[src/rtl/demux1_16_pipe.sv]
// demux1_16_pipe: four-stage registered 1:2 split tree routing one word per cycle to 16 sticky channels
module demux1_16_pipe #(
  parameter int DATA_W = 8
) (
  input  logic                   clk,
  input  logic                   rst_n,
  input  logic                   in_valid,
  input  logic [DATA_W-1:0]      in_data,
  input  logic [3:0]             select,
  input  logic [15:0]            ack,
  input  logic                   clr_ovr,
  output logic [16*DATA_W-1:0]   out_data,
  output logic [15:0]            out_valid,
  output logic [15:0]            pending,
  output logic [15:0]            overrun,
  output logic                   busy
);
  // Stage n keeps a one-hot branch valid of width 2^n; only one word is ever in a stage, so data is shared
  logic [1:0]            v1_q, v1_d;
  logic [3:0]            v2_q, v2_d;
  logic [7:0]            v3_q, v3_d;
  logic [15:0]           v4_q, v4_d;
  logic [DATA_W-1:0]     d1_q, d1_d, d2_q, d2_d, d3_q, d3_d, d4_q, d4_d;
  logic [2:0]            s1_q, s1_d;
  logic [1:0]            s2_q, s2_d;
  logic                  s3_q, s3_d;
  logic [16*DATA_W-1:0]  out_data_q, out_data_d;
  logic [15:0]           out_valid_q, out_valid_d;
  logic [15:0]           pending_q, pending_d;
  logic [15:0]           overrun_q, overrun_d;

  always_comb begin
    v1_d = {in_valid & select[3], in_valid & ~select[3]};
    d1_d = in_data;
    s1_d = select[2:0];
    v2_d = '0;
    for (int b = 0; b < 2; b++) v2_d[2*b +: 2] = {v1_q[b] & s1_q[2], v1_q[b] & ~s1_q[2]};
    d2_d = d1_q;
    s2_d = s1_q[1:0];
    v3_d = '0;
    for (int b = 0; b < 4; b++) v3_d[2*b +: 2] = {v2_q[b] & s2_q[1], v2_q[b] & ~s2_q[1]};
    d3_d = d2_q;
    s3_d = s2_q[0];
    v4_d = '0;
    for (int b = 0; b < 8; b++) v4_d[2*b +: 2] = {v3_q[b] & s3_q, v3_q[b] & ~s3_q};
    d4_d = d3_q;
    out_valid_d = v4_q;
    out_data_d = out_data_q;
    for (int k = 0; k < 16; k++)
      out_data_d[k*DATA_W +: DATA_W] = v4_q[k] ? d4_q : out_data_q[k*DATA_W +: DATA_W];
    // A delivery beats a same-edge ack: the ack consumes the old word, the new one stays pending
    pending_d = v4_q | (pending_q & ~ack);
    overrun_d = (v4_q & pending_q & ~ack) | (overrun_q & {16{~clr_ovr}});
  end

  always_ff @(posedge clk) begin
    if (!rst_n) begin
      v1_q <= '0;
      v2_q <= '0;
      v3_q <= '0;
      v4_q <= '0;
      d1_q <= '0;
      d2_q <= '0;
      d3_q <= '0;
      d4_q <= '0;
      s1_q <= '0;
      s2_q <= '0;
      s3_q <= 1'b0;
      out_data_q <= '0;
      out_valid_q <= '0;
      pending_q <= '0;
      overrun_q <= '0;
    end else begin
      v1_q <= v1_d;
      v2_q <= v2_d;
      v3_q <= v3_d;
      v4_q <= v4_d;
      d1_q <= d1_d;
      d2_q <= d2_d;
      d3_q <= d3_d;
      d4_q <= d4_d;
      s1_q <= s1_d;
      s2_q <= s2_d;
      s3_q <= s3_d;
      out_data_q <= out_data_d;
      out_valid_q <= out_valid_d;
      pending_q <= pending_d;
      overrun_q <= overrun_d;
    end
  end

  assign out_data = out_data_q;
  assign out_valid = out_valid_q;
  assign pending = pending_q;
  assign overrun = overrun_q;
  assign busy = |{v1_q, v2_q, v3_q, v4_q};
endmodule
[config.mk]
export PLATFORM = sky130hd
export DESIGN_NAME = demux1_16_pipe
export DESIGN_NICKNAME = d
export VERILOG_FILES = /design/src/rtl/demux1_16_pipe.sv
export SDC_FILE = /design/constraint.sdc
export NUM_CORES = 1
export LEC_CHECK = 0
export BUFFER_PORTS_ARGS = -buffer_cell sky130_fd_sc_hd__buf_4
export CORE_MARGIN = 3
export CORE_UTILIZATION = 52
export CTS_CLUSTER_SIZE = 8
export DETAILED_ROUTE_END_ITERATION = 8
export GPL_TIMING_DRIVEN = 0
export PLACE_DENSITY = 0.81
export SLEW_MARGIN = 0
export SYNTH_ARGS = -nofsm -noshare
export SYNTH_HDL_FRONTEND = slang
export SYNTH_SLANG_ARGS = --single-unit
[constraint.sdc]
create_clock -name clk -period 1.46 [get_ports clk]
set_input_delay 0.292 -clock clk [delete_from_list [all_inputs] [get_ports clk]]
set_output_delay 0.292 -clock clk [all_outputs]
set_load 0.05 [all_outputs]
==> metrics.csv <==
metric,value,unit
path_depth,4,
die_h,132,um
use_met2,42.2,%
reg2reg_depth,3,
yosys_warnings,0,
top_usage_layer,met2,
fmax,482,MHz
worstSetupPathType,reg -> out,
rrSetupSlack,140,ps
dp_hpwl,14.6,mm
status,finished with violations,
p_leak,4.53,nW
drt-total-wl,21.5,mm
cpMaxStageDelayCell,nor4_1,
end_kind,output pin,
cts_inserted_buffers,36,
synth.avg_cell_area,11.4,um2
final_nets,1015,
ant_nets,0,
gp_congestion,0.764,
dr.first_iter.drc_count,316,
drc_errors,0,
final_min_period_over_clock_period,142,%
initial_core_util,53.9,%
antenna_found_initial,1,
cts_tree,yes,
synth.area.top_cells,"dfxtp_1 (59%), mux2i_1 (15%), nor2b_1 (13%), and2_1 (5.0%), buf_2 (1.7%)",
clock_sinks,244,
critPathMaxFanout,3,
io_pins,209,
maxCapViolations,0,
critPathLaunchType,flip-flop,
cts.reportedPaths.clkPinSlew,50,ps
first_pass_iters,4,
max_stage_delay,330,ps
netlist_area,8310,um2
path_delay_family,simple AND/OR/NAND/NOR gates,
clk_root_buffer_cell,clkbuf_16,
dp_cells,1148,
setup_slack,-615,ps
syn-num-nets,762,
hold-path-cell-count,2,
grt_overflow,0,
synth_cells,730,
drive_above_1_share,29.2,%
min_period,2070,ps
timing.hold.ws,12.8,ps
final_common_cell,dfxtp_1,
fin_util,72.7,%
yosysSeqAreaShare,58.8,%
grt_max_degree,11,
rsz0062_at_grt,yes,
final_cell_mix,"dfxtp_1 (241), buf_4 (207), nor2b_1 (178)",
clock-skew-final,14.6,ps
path_buf_inv,1,
crit_path_cell_trace,nor4_1 > and4_1 > nand4_1 > buf_6,
die_area,17500,um2
yosys.area.top_type_share,58.8,%
tightestPinTransition,671,ps
synth_top_cell_by_area,dfxtp_1,
clock_path_buffers,3,
violations,negative setup slack,
avgRoutedWirePerCell,18.0,um
fp.coreArea,15400,um2
dr_total_vias,5900,
grt_pass1_wl,33.7,mm
critPathArrivalTime,1780,ps
yosysUniqueCellTypes,16,
cts-htree-levels,2,
io_buffers,207,
fp-row-count,45,
ys_ff_latch,244,
die_w,132,um
grtUsageMet1,30.2,%
vias_per_cell,4.93,
crit_required,1170,ps
first_global_vias,6053,
syn2layout_area_growth,35.1,%
setup_viol,1,
final-hold-violation-count,0,
grtUsageTotal,24.3,%
use_met3,5.78,%
power_density,1290,nW/um2
irDropWorstVdd,1820,uV
clock_latency,500,ps
antenna_cells,0,
slew_violations,0,
stdcell_count,1196,
worstHoldPathType,in -> reg,
slew_headroom,55.2,%
-- registers in the layout, indices dropped and copies added, names as in the netlist --
name,cells
pending,16
out_valid,16
d1_q,8
s2_q,2
overrun,16
out_data,128
v1_q,2
v2_q,4
s1_q,3
d2_q,8
d3_q,8
v3_q,8
s3_q,1
out_valid_d,16
d4_q,8
-- worst reg2reg max path, cell delays in order (launching register included) --
cell and delay (ps):
dfxtp_1 540, clkbuf_2 400, mux2i_1 160, nor2b_1 160
-- through the flow --
step / total power, mW / TNS, ps / setup slack (ps) / instance area, um2
after CTS: 14.6 / -620 / -620 / 11200
after global placement: 7.21 / -761 / -117 / 10100
after floorplan: 7.06 / -244 / -244 / 8310
after global routing: 14.9 / -642 / -642 / 11200
after detailed placement: 7.22 / -1270 / -141 / 10100
final: 14.5 / -615 / -615 / 11200
-- logic make-up (layout without fill, tap and decap cells) --
logic type,count (synthesis),count (layout),share of synthesized area (%)
AO/OA/AOI/OAI,32,32,2.41
AND/OR/NAND/NOR,275,275,20.7
flip-flops,244,244,58.8
multiplexers,128,128,15.4
buffers and inverters,51,306,2.73
-- worst paths after layout --
| path | end | startpoint |
|---|---|---|
| min reg2reg | d2_q[1] | d1_q[1] |
| min | d1_q[7] | in_data[7] |
| max reg2reg | out_data[50] | d4_q[2] |
| max | busy | v2_q[0] |
-- cell usage after synthesis --
master      n
a21oi_1    16
and2_1     66
and3_1     15
and4_1      1
buf_2      28
clkbuf_1   23
dfxtp_1   244
mux2i_1   128
nand2_1     3
nand4_1     1
nor2_1      3
nor2b_1   178
nor3_2      1
nor4_1      6
o21a_1     16
or4_4       1
-- cell type report --
cell class,count,area [um2]
Sequential cell,244,4890
Buffer,51,234
Multi-Input combinational cell,435,3200
Timing Repair Buffer,215,1640
Fill cell,1151,4200
Tap cell,211,264
Clock inverter,2,46.3
Clock buffer,38,951
-- power by group --
part | switching, mW | total (mW) | internal, mW
clock | 2.66 | 7.37 | 4.72
combinational | 0.189 | 0.367 | 0.178
sequential | 0.0239 | 6.75 | 6.72
total | 2.87 | 14.5 | 11.6
-- layer usage --
| metal | wire (um) | vias to the layer above |
|---|---|---|
| met2 | 10900 | 166 |
| li1 | - | 2875 |
| met3 | 1150 | 34 |
| met4 | 383 | 2 |
| met1 | 9040 | 2823 |
| met5 | 13 | - |
-- what timing repair did --
| item | CTS | global route |
|---|---|---|
| endpoints found under the hold margin | 6 | 1 |
| pin swaps | 0 | 0 |
| hold buffers | 6 | 1 |
| resized for setup | 8 | 5 |
| setup endpoints to repair | 36 | 11 |
| setup buffers | 1 | 0 |
(Power assumes the default switching activity.)
